**src/rtl/wb_sequencer.sv**
```systemverilog
// Write-back sequencer: merges ALU results and load returns onto one
// register-file write port, with a one-entry skid and read bypass.
//
// Ports:
//   i_clk, i_reset              clock, synchronous active-high reset
//   i_alu_valid/addr/data       ALU result offered this cycle
//   i_ld_req/i_ld_addr          load issue; i_mem_data returns next cycle
//   o_stall                     upstream must hold (skid occupied)
//   o_wb_en/addr/data           registered register-file write port
//   o_ld_pending(_addr)         load accepted, data not yet on wb_*
//   i_rd_addr_a/b               decode read addresses
//   o_byp_hit_a/b, o_byp_data_a/b  newest in-flight write match
//   o_proto_err                 sticky protocol-violation flag
module wb_sequencer #(
    parameter int W = 8,
    parameter int D = 4
) (
    input  logic         i_clk,
    input  logic         i_reset,
    input  logic         i_alu_valid,
    input  logic [D-1:0] i_alu_addr,
    input  logic [W-1:0] i_alu_data,
    input  logic         i_ld_req,
    input  logic [D-1:0] i_ld_addr,
    input  logic [W-1:0] i_mem_data,
    output logic         o_stall,
    output logic         o_wb_en,
    output logic [D-1:0] o_wb_addr,
    output logic [W-1:0] o_wb_data,
    output logic         o_ld_pending,
    output logic [D-1:0] o_ld_pending_addr,
    input  logic [D-1:0] i_rd_addr_a,
    input  logic [D-1:0] i_rd_addr_b,
    output logic         o_byp_hit_a,
    output logic         o_byp_hit_b,
    output logic [W-1:0] o_byp_data_a,
    output logic [W-1:0] o_byp_data_b,
    output logic         o_proto_err
);

    logic         r_ld_s1_valid;
    logic [D-1:0] r_ld_s1_addr;
    logic         r_skid_valid;
    logic [D-1:0] r_skid_addr;
    logic [W-1:0] r_skid_data;
    logic         r_wb_en;
    logic [D-1:0] r_wb_addr;
    logic [W-1:0] r_wb_data;
    logic         r_proto_err;

    logic         w_acc_ld;
    logic         w_acc_alu;
    logic         w_viol;
    logic         w_win;
    logic [D-1:0] w_win_addr;
    logic [W-1:0] w_win_data;
    logic         w_skid_set;
    logic         w_skid_clr;

    // When both requests arrive together the load is taken and the ALU
    // request is dropped.
    assign w_acc_ld  = i_ld_req & ~r_skid_valid;
    assign w_acc_alu = i_alu_valid & ~r_skid_valid & ~i_ld_req;

    assign w_viol = (r_skid_valid & (i_alu_valid | i_ld_req))
                  | (~r_skid_valid & i_alu_valid & i_ld_req);

    always_comb begin
        w_win      = 1'b0;
        w_win_addr = '0;
        w_win_data = '0;
        w_skid_set = 1'b0;
        w_skid_clr = 1'b0;
        if (r_ld_s1_valid) begin
            w_win      = 1'b1;
            w_win_addr = r_ld_s1_addr;
            w_win_data = i_mem_data;
            w_skid_set = w_acc_alu;
        end else if (r_skid_valid) begin
            w_win      = 1'b1;
            w_win_addr = r_skid_addr;
            w_win_data = r_skid_data;
            w_skid_clr = 1'b1;
        end else if (w_acc_alu) begin
            w_win      = 1'b1;
            w_win_addr = i_alu_addr;
            w_win_data = i_alu_data;
        end
    end

    always_ff @(posedge i_clk) begin
        if (i_reset) begin
            r_ld_s1_valid <= 1'b0;
            r_ld_s1_addr  <= '0;
            r_skid_valid  <= 1'b0;
            r_skid_addr   <= '0;
            r_skid_data   <= '0;
            r_wb_en       <= 1'b0;
            r_wb_addr     <= '0;
            r_wb_data     <= '0;
            r_proto_err   <= 1'b0;
        end else begin
            r_ld_s1_valid <= w_acc_ld;
            if (w_acc_ld)
                r_ld_s1_addr <= i_ld_addr;
            if (w_skid_set) begin
                r_skid_valid <= 1'b1;
                r_skid_addr  <= i_alu_addr;
                r_skid_data  <= i_alu_data;
            end else if (w_skid_clr) begin
                r_skid_valid <= 1'b0;
            end
            r_wb_en <= w_win;
            if (w_win) begin
                r_wb_addr <= w_win_addr;
                r_wb_data <= w_win_data;
            end
            if (w_viol)
                r_proto_err <= 1'b1;
        end
    end

    // Skid holds a younger write than wb_*, so it is checked first.
    always_comb begin
        o_byp_hit_a  = 1'b0;
        o_byp_data_a = '0;
        if (r_skid_valid && r_skid_addr == i_rd_addr_a) begin
            o_byp_hit_a  = 1'b1;
            o_byp_data_a = r_skid_data;
        end else if (r_wb_en && r_wb_addr == i_rd_addr_a) begin
            o_byp_hit_a  = 1'b1;
            o_byp_data_a = r_wb_data;
        end
    end

    always_comb begin
        o_byp_hit_b  = 1'b0;
        o_byp_data_b = '0;
        if (r_skid_valid && r_skid_addr == i_rd_addr_b) begin
            o_byp_hit_b  = 1'b1;
            o_byp_data_b = r_skid_data;
        end else if (r_wb_en && r_wb_addr == i_rd_addr_b) begin
            o_byp_hit_b  = 1'b1;
            o_byp_data_b = r_wb_data;
        end
    end

    assign o_stall           = r_skid_valid;
    assign o_wb_en           = r_wb_en;
    assign o_wb_addr         = r_wb_addr;
    assign o_wb_data         = r_wb_data;
    assign o_ld_pending      = r_ld_s1_valid;
    assign o_ld_pending_addr = r_ld_s1_addr;
    assign o_proto_err       = r_proto_err;

endmodule

```
**config.mk**
```make
export PLATFORM = sky130hd
export DESIGN_NAME = wb_sequencer
export DESIGN_NICKNAME = d
export VERILOG_FILES = /design/src/rtl/wb_sequencer.sv
export SDC_FILE = /design/constraint.sdc
export NUM_CORES = 1
export LEC_CHECK = 0
export ABC_AREA = 1
export ABC_CLOCK_PERIOD_IN_PS = 2000
export BUFFER_PORTS_ARGS = -buffer_cell sky130_fd_sc_hd__buf_2
export CAP_MARGIN = 20
export CELL_PAD_IN_SITES_DETAIL_PLACEMENT = 1
export CELL_PAD_IN_SITES_GLOBAL_PLACEMENT = 1
export CORE_ASPECT_RATIO = 0.5
export CORE_UTILIZATION = 30
export CTS_CLUSTER_SIZE = 16
export DETAILED_ROUTE_END_ITERATION = 10
export PLACE_DENSITY = 0.74
export SETUP_SLACK_MARGIN = 0.05
export SYNTH_ARGS = -nofsm -noshare
export SYNTH_HDL_FRONTEND = slang
export SYNTH_SLANG_ARGS = --single-unit
```
**constraint.sdc**
```tcl
create_clock -name i_clk -period 2 [get_ports i_clk]
set_clock_uncertainty 0.2 [all_clocks]
set_input_delay 0.4 -clock i_clk [delete_from_list [all_inputs] [get_ports i_clk]]
set_output_delay 0.4 -clock i_clk [all_outputs]
set_load 0.01 [all_outputs]
```
==> summary.txt <==
Route
  – DR vias/cell: 5.05
  – Routed len/inst: 16.8 um
  – Initial DRC count: 125
  – WL final: 8.43 mm
  – Via total after detailed routing: 2528
  – First-pass iteration count of the detailed router: 4
  – DR DRC count: 0
  – Detail Route Antenna Nets: 0

Worst setup path
  – Crit start category: flip-flop
  – Worst EP required: around 1400 ps
  – Crit Path Max Fanout: 4
  – Crit. End Element: primary output
  – Worst EP arrival: roughly 1500 ps
  – Slowest CP cell: dfxtp_4
  – Crit Path Class: flip-flop to primary output
  – CP Cell Sequence: nor2_1 -> nand3b_1 -> nor2_4 -> buf_4 -> nand3_2 -> nand2_1 -> buf_2
  – Crit path largest cell delay: 360 ps

Global route
  – Initial antenna violation count: 0
  – Vias in the first global route: 2471
  – Global-route wire length before repair: 12.8 mm
  – Pin count of the biggest net entering global routing: 20
  – Total gr overflow: 0
  – Total global-route track usage: 24.7%

Logic synthesis
  – Register area share after synthesis: 32.2%
  – Cells after Synth: 317
  – Syn Area/Cell: about 6.3 um^2
  – Area leader, netlist: dfxtp_1
  – Yosys top cell area share: roughly 32%
  – Cell variety after synth: 30
  – Yosys reg bits: 32
  – Warning count from the yosys run: 0
  – Mapped Nets: about 350
  – Ranking of synthesized cells by area: dfxtp_1 (32%), nand2_1 (20%), nor2_1 (7.7%), nand3_1 (7.5%), a21oi_1 (6.0%)
  – Area of the mapped netlist: 0.00199 mm^2

Power
  – Power density cells: 593 mW/mm^2
  – Peak VDD IR: 0.277 mV
  – Leakage: 1.47 nW

Finish
  – Post-route cell area: around 0.0031 mm^2
  – Share of layout cells above drive strength 1: between 40% and 50%
  – Commonest non-fill, non-tap cell in the layout: nand2_1
  – Non-filler cells, final: 501
  – Layout area overhead: 53.5%
  – Number of nets in the layout: 449
  – Most frequent cells in the layout: nand2_1 (85), buf_2 (72), nor2_1 (38)
  – # diodes: 0

Floorplan
  – Initial core utilization: 31.9%
  – Die H: 59.6 um
  – Die ar.: 0.00699 mm^2
  – IO Count: 74
  – Row count: 20
  – CORE AREA: 0.00623 mm^2
  – Die X: 117 um

STA
  – Final-report hold violation count: 0
  – Final worst path period share: 107%
  – Max Freq: roughly 470 MHz
  – Final WS setup: -145 ps
  – Final setup fails: 17
  – Final TNS setup: -1490 ps
  – Max-slew violation count: 0
  – Slew Limit Headroom: 78.7%
  – RSZ-0062 raised after global routing: yes
  – Period minus WS final: between 2000 and 2500 ps
  – Tightest Pin Transition: 318 ps

Clock tree
  – TritonCTS clock tree: done
  – Clock root buffer: clkbuf_16
  – Hold buffer count at CTS: 0
  – CTS HTree Levels: 2
  – Clk sinks: 32
  – Total CTS buffers: 5
  – Clk Latency, worst-skew pair: 280 ps
  – Deepest clock path buffer count: 2
  – Clock slew at reported path FFs: ~50 ps

Status
  – Status: finished with violations
  – Failing checks: negative setup slack

Placement
  – Port bufs: 73
  – HPWL after DPL: around 6 mm
  – Pre-CTS WS: -26.6 ps
  – Inst Count DP: slightly below 500
  – GPL Wtd Cong: between 0.8 and 0.9
  – Placed inst area: between 0.002 and 0.0025 mm^2

Hold path
  – Min-delay worst type: input pin to flip-flop

Run
  – MaxCap Viol Count: 0
-- synthesized netlist by cell type --
library cell	n
xnor2_2	1
inv_1	17
inv_4	2
o21ai_0	9
nand2_1	104
buf_4	1
nand3_2	2
a21oi_1	24
or2_2	1
dfxtp_1	32
nand3_4	2
nand3_1	30
nand4_1	8
o21ai_2	1
buf_1	1
nand3b_1	1
inv_2	7
a21oi_2	4
or2_1	1
clkbuf_1	1
buf_2	3
nor2_8	1
clkinv_1	1
o21ai_1	12
nor3_1	1
nor2_1	41
nor2_2	2
nor2_4	4
buf_6	1
o211ai_1	2
-- sequential cells by signal, indices dropped and copies added (netlist names) --
signal             flops
o_proto_err            1
r_skid_addr            4
o_wb_data              8
r_skid_data            8
o_ld_pending_addr      4
o_wb_en                1
o_ld_pending           1
o_stall                1
o_wb_addr              4
-- logic make-up after synthesis --
logic type / share of synthesized area [%]
AO/OA/AOI/OAI: 14.3
buffers and inverters: 7.42
AND/OR/NAND/NOR: 45.3
XOR/XNOR: 0.817
flip-flops: 32.2
-- what timing repair did --
item | CTS | global route
gates resized for setup | 46 | 44
buffers inserted | 4 | 7
endpoints found under the setup margin | 18 | 18
pin swaps | 12 | 18
gates cloned | 2 | 0
-- metal layers --
metal / up-vias / share of wire (%) / global-route usage, %
met5: - / 0 / 0
met4: 0 / 1.2 / 5.79
met3: 9 / 5.2 / 3.58
met2: 63 / 46 / 39.8
met1: 1224 / 48 / 34.9
li1: 1232 / - / -
-- worst paths after layout --
kind | endpoint | from | depth (start not counted) | slack [ps]
max | o_byp_data_a[7] | r_skid_addr[0] | 7 | -140
min | o_ld_pending_addr[2] | i_ld_addr[2] | 3 | 150
min reg2reg | o_wb_addr[3] | o_wb_addr[3] | 2 | 300
max reg2reg | o_wb_data[1] | o_stall | 8 | 300
-- through the flow --
stage / utilization (%) / power, W / hold WS [ps]
floorplan: - / 0.000893 / 262
global placement: 40.1 / 0.00103 / 297
detailed placement: 40.1 / 0.00104 / 302
CTS: 45.7 / 0.00179 / 150
global route: 49.0 / 0.00189 / 181
finish: 49.0 / 0.00181 / 145
-- layout make-up --
class	instances	area (um^2)
clock inverter	1	5.00
sequential	32	667
multi-input combinational	253	1460
clock buffer	6	129
timing repair buffer	94	568
tap	88	110
fill	828	3180
inverter	27	120
-- power by group --
group | leakage (nW) | switching (W) | internal (W)
Clock | 0.0667 | 0.000263 | 0.000451
Sequential | 0.268 | 0.0000539 | 0.000672
Combinational | 1.13 | 0.000230 | 0.000142
-- critical path: cells and delay by family (launching register included) --
kind / cells / cell delay (ps)
buf+inv: 2 / 290
flops: 1 / 360
simple gates: 5 / 610
Note: power is estimated with default switching activity, not from simulation.
